File: src/rtl/hazard_ctrl.sv
// Pipeline hazard controller: stage enables/flushes by fixed priority plus a
// redirect-vs-I-cache-miss tracker. Optional cycle counters under HAZARD_PERF_CNT_EN.
module hazard_ctrl (
  input  logic        clk,
  input  logic        rst,
  input  logic        ID_EX_DH_Stall,
  input  logic        ID_MEM1_DH_Stall,
  input  logic        ID_MEM2_DH_Stall,
  input  logic        IF_ICacheBusy,
  input  logic        MEM_DCacheBusy,
  input  logic        EXE_DivBusy,
  input  logic        MEM_ExceptFlush,
  input  logic        EXE_BranchFlush,
  output logic        PC_Wr,
  output logic        ID_Wr,
  output logic        EXE_Wr,
  output logic        MEM_Wr,
  output logic        MEM2_Wr,
  output logic        WB_Wr,
  output logic        ID_Flush,
  output logic        EXE_Flush,
  output logic        MEM_Flush,
  output logic        ID_DisWr,
  output logic        Redirect_Pending
`ifdef HAZARD_PERF_CNT_EN
  ,
  output logic [31:0] Perf_DHStallCnt,
  output logic [31:0] Perf_ICStallCnt,
  output logic [31:0] Perf_DCStallCnt
`endif
);

  localparam logic [1:0] ST_RUN     = 2'd0;
  localparam logic [1:0] ST_WAIT_IC = 2'd1;
  localparam logic [1:0] ST_DISCARD = 2'd2;

  logic [1:0] r_state;
  logic [1:0] w_state_next;
  logic [1:0] w_state_eff;
  logic       w_dh;
  logic       w_redirect_ic;

  assign w_dh          = ID_EX_DH_Stall | ID_MEM1_DH_Stall | ID_MEM2_DH_Stall;
  assign w_redirect_ic = (MEM_ExceptFlush | EXE_BranchFlush) & IF_ICacheBusy;
  // While reset is held the outputs behave as if already back in RUN.
  assign w_state_eff   = rst ? ST_RUN : r_state;

  // Stage enables and clears: priority chain, then pending-redirect override.
  always_comb begin
    PC_Wr     = 1'b1;
    ID_Wr     = 1'b1;
    EXE_Wr    = 1'b1;
    MEM_Wr    = 1'b1;
    MEM2_Wr   = 1'b1;
    WB_Wr     = 1'b1;
    ID_Flush  = 1'b0;
    EXE_Flush = 1'b0;
    MEM_Flush = 1'b0;
    ID_DisWr  = 1'b0;
    if (MEM_DCacheBusy) begin
      PC_Wr   = 1'b0;
      ID_Wr   = 1'b0;
      EXE_Wr  = 1'b0;
      MEM_Wr  = 1'b0;
      MEM2_Wr = 1'b0;
      WB_Wr   = 1'b0;
    end else if (MEM_ExceptFlush) begin
      ID_Flush  = 1'b1;
      EXE_Flush = 1'b1;
      MEM_Flush = 1'b1;
    end else if (EXE_DivBusy) begin
      PC_Wr     = 1'b0;
      ID_Wr     = 1'b0;
      EXE_Wr    = 1'b0;
      MEM_Flush = 1'b1;
    end else if (EXE_BranchFlush) begin
      ID_Flush = 1'b1;
    end else if (w_dh) begin
      PC_Wr    = 1'b0;
      ID_Wr    = 1'b0;
      ID_DisWr = 1'b1;
    end else if (IF_ICacheBusy) begin
      PC_Wr    = 1'b0;
      ID_Flush = 1'b1;
    end else begin
      PC_Wr = 1'b1;
    end
    // The stale fetch of an interrupted redirect must never reach ID.
    if (!MEM_DCacheBusy) begin
      case (w_state_eff)
        ST_WAIT_IC: begin
          PC_Wr    = 1'b0;
          ID_Flush = 1'b1;
        end
        ST_DISCARD: ID_Flush = 1'b1;
        default:    ID_Flush = ID_Flush;
      endcase
    end else begin
      ID_Flush = 1'b0;
    end
  end

  assign Redirect_Pending = (w_state_eff == ST_WAIT_IC);

  // Next-state selection; a D-cache stall freezes the tracker.
  always_comb begin
    w_state_next = r_state;
    if (MEM_DCacheBusy) begin
      w_state_next = r_state;
    end else begin
      case (r_state)
        ST_RUN:     w_state_next = w_redirect_ic ? ST_WAIT_IC : ST_RUN;
        ST_WAIT_IC: w_state_next = IF_ICacheBusy ? ST_WAIT_IC : ST_DISCARD;
        ST_DISCARD: w_state_next = w_redirect_ic ? ST_WAIT_IC : ST_RUN;
        default:    w_state_next = ST_RUN;
      endcase
    end
  end

  // State register.
  always_ff @(posedge clk) begin
    if (rst) begin
      r_state <= ST_RUN;
    end else begin
      r_state <= w_state_next;
    end
  end

`ifdef HAZARD_PERF_CNT_EN
  logic [31:0] r_dh_cnt;
  logic [31:0] r_ic_cnt;
  logic [31:0] r_dc_cnt;
  logic        w_dh_sel;
  logic        w_ic_sel;

  assign w_dh_sel = w_dh & ~MEM_DCacheBusy & ~MEM_ExceptFlush & ~EXE_DivBusy & ~EXE_BranchFlush;
  assign w_ic_sel = ~MEM_DCacheBusy & ((IF_ICacheBusy & ~w_dh & ~MEM_ExceptFlush &
                    ~EXE_DivBusy & ~EXE_BranchFlush) | (w_state_eff == ST_WAIT_IC));

  // Free-running stall-cycle counters, wrapping naturally at 32 bits.
  always_ff @(posedge clk) begin
    if (rst) begin
      r_dh_cnt <= 32'd0;
      r_ic_cnt <= 32'd0;
      r_dc_cnt <= 32'd0;
    end else begin
      r_dh_cnt <= r_dh_cnt + {31'd0, w_dh_sel};
      r_ic_cnt <= r_ic_cnt + {31'd0, w_ic_sel};
      r_dc_cnt <= r_dc_cnt + {31'd0, MEM_DCacheBusy};
    end
  end

  assign Perf_DHStallCnt = r_dh_cnt;
  assign Perf_ICStallCnt = r_ic_cnt;
  assign Perf_DCStallCnt = r_dc_cnt;
`endif

endmodule

File: config.mk
export PLATFORM = sky130hd
export DESIGN_NAME = hazard_ctrl
export DESIGN_NICKNAME = d
export VERILOG_FILES = /design/src/rtl/hazard_ctrl.sv
export SDC_FILE = /design/constraint.sdc
export NUM_CORES = 1
export LEC_CHECK = 0
export ABC_CLOCK_PERIOD_IN_PS = 3300
export BUFFER_PORTS_ARGS = -buffer_cell sky130_fd_sc_hd__clkbuf_2
export CAP_MARGIN = 20
export CORE_AREA = 2 2 39 41
export DETAILED_ROUTE_END_ITERATION = 7
export DIE_AREA = 0 0 41 43
export PLACE_DENSITY = 0.51
export SETUP_SLACK_MARGIN = 0.2
export SYNTH_ARGS = -nofsm -noshare
export SYNTH_HDL_FRONTEND = slang
export SYNTH_SLANG_ARGS = --single-unit
File: constraint.sdc
create_clock -name clk -period 3.3 [get_ports clk]
set_input_delay 0.66 -clock clk [delete_from_list [all_inputs] [get_ports clk]]
set_output_delay 0.66 -clock clk [all_outputs]
set_load 0.02 [all_outputs]
==> flow_metrics.env <==
export IMPL_status="finished, final reports clean"
export IMPL_dp_cells=63
export IMPL_crit_top_cell="clkbuf_2"
export IMPL_ys_seq_area_share_pct=18.8
export IMPL_synth_distinct_cells=18
export IMPL_cts_max_level=1
export IMPL_clk_transition_reported_paths_ns=0.03
export IMPL_yosysTopAreaCellShare_pct=18.8
export IMPL_worstHoldPathCells=2
export IMPL_drc=0
export IMPL_slowest_stage="or3_4"
export IMPL_fill_cells=164
export IMPL_max_stage_delay_ns=0.37
export IMPL_clock_skew_ns=0.000382
export IMPL_slew_viol_final=0
export IMPL_wl_per_cell_um=8.62
export IMPL_layout_nets=63
export IMPL_required_ns=2.64
export IMPL_r2r_setup_slack_ns=2.27
export IMPL_cap_violations=0
export IMPL_leakagePower_uw=0.000176
export IMPL_end_kind="primary output"
export IMPL_min_period_over_period_pct=77.4
export IMPL_synth_avg_cell_area_um2=7.09
export IMPL_via_per_inst=3.98
export IMPL_setup_viol=0
export IMPL_dr_pass1_iters=2
export IMPL_grt_ovfl_total=0
export IMPL_cts_buffer_depth=2
export IMPL_top_regs="r_state x2"
export IMPL_routed_wl_um=569
export IMPL_top_level_ports=21
export IMPL_vdd_drop_max_uv=136
export IMPL_diodes=0
export IMPL_yosys_area_top_type="dfxtp_1"
export IMPL_critPathLaunchType="input pin"
export IMPL_place_congestion=0.688
export IMPL_grt_pass1_vias=250
export IMPL_io_buffers=20
export IMPL_via_count=263
export IMPL_ys_async_sr_fraction_pct=0
export IMPL_reg2reg_from="r_state[0]"
export IMPL_area_growth_pct=58.2
export IMPL_finalHoldViolations=0
export IMPL_die_h_um=43
export IMPL_synth_flop_cell="dfxtp_1"
export IMPL_hold_ws_ns=0.499
export IMPL_cp_max_fo=3
export IMPL_rows=14
export IMPL_place_area_um2=314
export IMPL_synth_net_count=41
export IMPL_crit_family="compound AO/OA/AOI/OAI gates"
export IMPL_cts_tree="done"
export IMPL_regMostFlops="r_state"
export IMPL_ant_nets=0
export IMPL_coreArea_um2=1380
export IMPL_hp_class="reg2reg"
export IMPL_antenna_found_initial=0
export IMPL_holdPathEnd="r_state[0]"
export IMPL_initial_core_util_pct=15.4
export IMPL_arrival_ns=1.89
export IMPL_setup_tns_ns=0
export IMPL_netlist_top_cells_area="dfxtp_1, nor2_1, a21oi_1"
export IMPL_drive_gt1_share_pct=50.0
export IMPL_path_class="in2out"
export IMPL_hpwlAfterDp_um=462
export IMPL_synthTopCellsByCount="nor2_1, a21oi_1, inv_1"
export IMPL_yosysMostFrequentCell="nor2_1"
export IMPL_largest_register_ffs=2
export IMPL_layoutNonFillerInstCount=66
export IMPL_final_util_pct=24.3
export IMPL_track_usage_pct=8.01
export IMPL_ctsHoldBuffers=0
export IMPL_clock_sinks=2
export IMPL_cts_setup_buffers=0
export IMPL_synth_area_um2=213
export IMPL_insertion_delay_ns=0.22
export IMPL_fin_crit_ns=2.55
export IMPL_ctsResizeCount=0
export IMPL_drt_iter0_drc=3
export IMPL_worst_pin_slew_ns=0.336
export IMPL_reg2reg_depth=2
export IMPL_cts_buffers=3
export IMPL_maxSlewHeadroom_pct=77.5
export IMPL_yosys_warnings=0
export IMPL_powerDensity_nw_per_um2=351
export IMPL_die_w_um=41
export IMPL_synthCells=30
export IMPL_crit_buf_inv=2
export IMPL_cp_cell_sequence="clkbuf_2 > or3_4 > a221o_1 > a211oi_2 > clkbuf_2"
export IMPL_ys_seq_elements=2
export IMPL_rsz0062_at_grt="no"
export IMPL_clock_root_buffer="clkbuf_4"
export IMPL_min_from="r_state[0]"
export IMPL_dieArea_um2=1760
export IMPL_design_area_um2=337
export IMPL_fmax_mhz=392
export IMPL_grt_pass1_wl_um=924
export IMPL_synth_edff_count=0
export IMPL_grt_max_degree=12
export IMPL_worst_r2r_endpoint="r_state[0]"
[layer usage]
layer	global-route usage, %	share of wire (%)	vias to the layer above
met1	8.92	47	102
met3	3.14	10	0
met2	11.6	43	16
met5	0	0	-
li1	-	-	145
met4	6.00	0	0
[worst reg2reg max path, cell delays in order (launching register included)]
cell and delay [ns]:
dfxtp_1 0.31, or4b_1 0.51, a21oi_1 0.15
[worst max path at each step]
stage	start	endpoint	slack [ns]	cells past startpoint
global placement	ID_MEM1_DH_Stall	PC_Wr	0.76	5
floorplan	ID_MEM1_DH_Stall	PC_Wr	0.87	3
global route	ID_MEM1_DH_Stall	PC_Wr	0.69	5
detailed placement	ID_MEM1_DH_Stall	PC_Wr	0.74	5
CTS	ID_MEM1_DH_Stall	PC_Wr	0.74	5
finish	ID_MEM1_DH_Stall	PC_Wr	0.75	5
[logic make-up after synthesis]
kind of cell    after synthesis  share of synthesized area [%]
compound gates                7                           22.9
flops                         2                           18.8
buf+inv                       6                           14.1
simple gates                 14                           38.2
fa+ha+maj                     1                           5.88
[placed cells by master, fill, tap and decap left out]
cell type	synthesis	routed
clkbuf_2	0	20
nor2_1	5	5
inv_1	3	3
a21oi_1	3	3
clkbuf_4	0	3
nor2b_1	2	2
nor3_1	2	2
dfxtp_1	2	2
nand2b_1	1	1
or3_4	1	1
a221o_1	1	1
o22ai_1	1	1
a211oi_2	1	1
nand2_1	1	1
o21ai_0	1	1
or4b_1	1	1
nor4b_1	1	1
ha_1	1	1
[final cells by class]
cell class,count,area (um^2),area share (%)
clock buffer,3,22.5,6.69
sequential,2,40.0,11.9
inverter,3,11.3,3.35
multi-input combinational,22,143,42.4
timing repair buffer,20,100,29.7
tap,16,20.0,5.95
[power breakdown]
group	internal, uW	leakage, uW	switching (uW)
clock	40.1	0.0000138	13.5
sequential	25.3	0.0000163	0.727
combinational	15.0	0.000146	23.5
[per-stage QoR]
stage	worst slack (ns)	total power (uW)
6_report	0.746	118
3_5_place_dp	0.736	65.1
5_1_grt	0.690	131
3_3_place_gp	0.764	65.1
4_1_cts	0.737	122
2_1_floorplan	0.866	51.0
No activity file was read; power rests on OpenSTA's default activity.
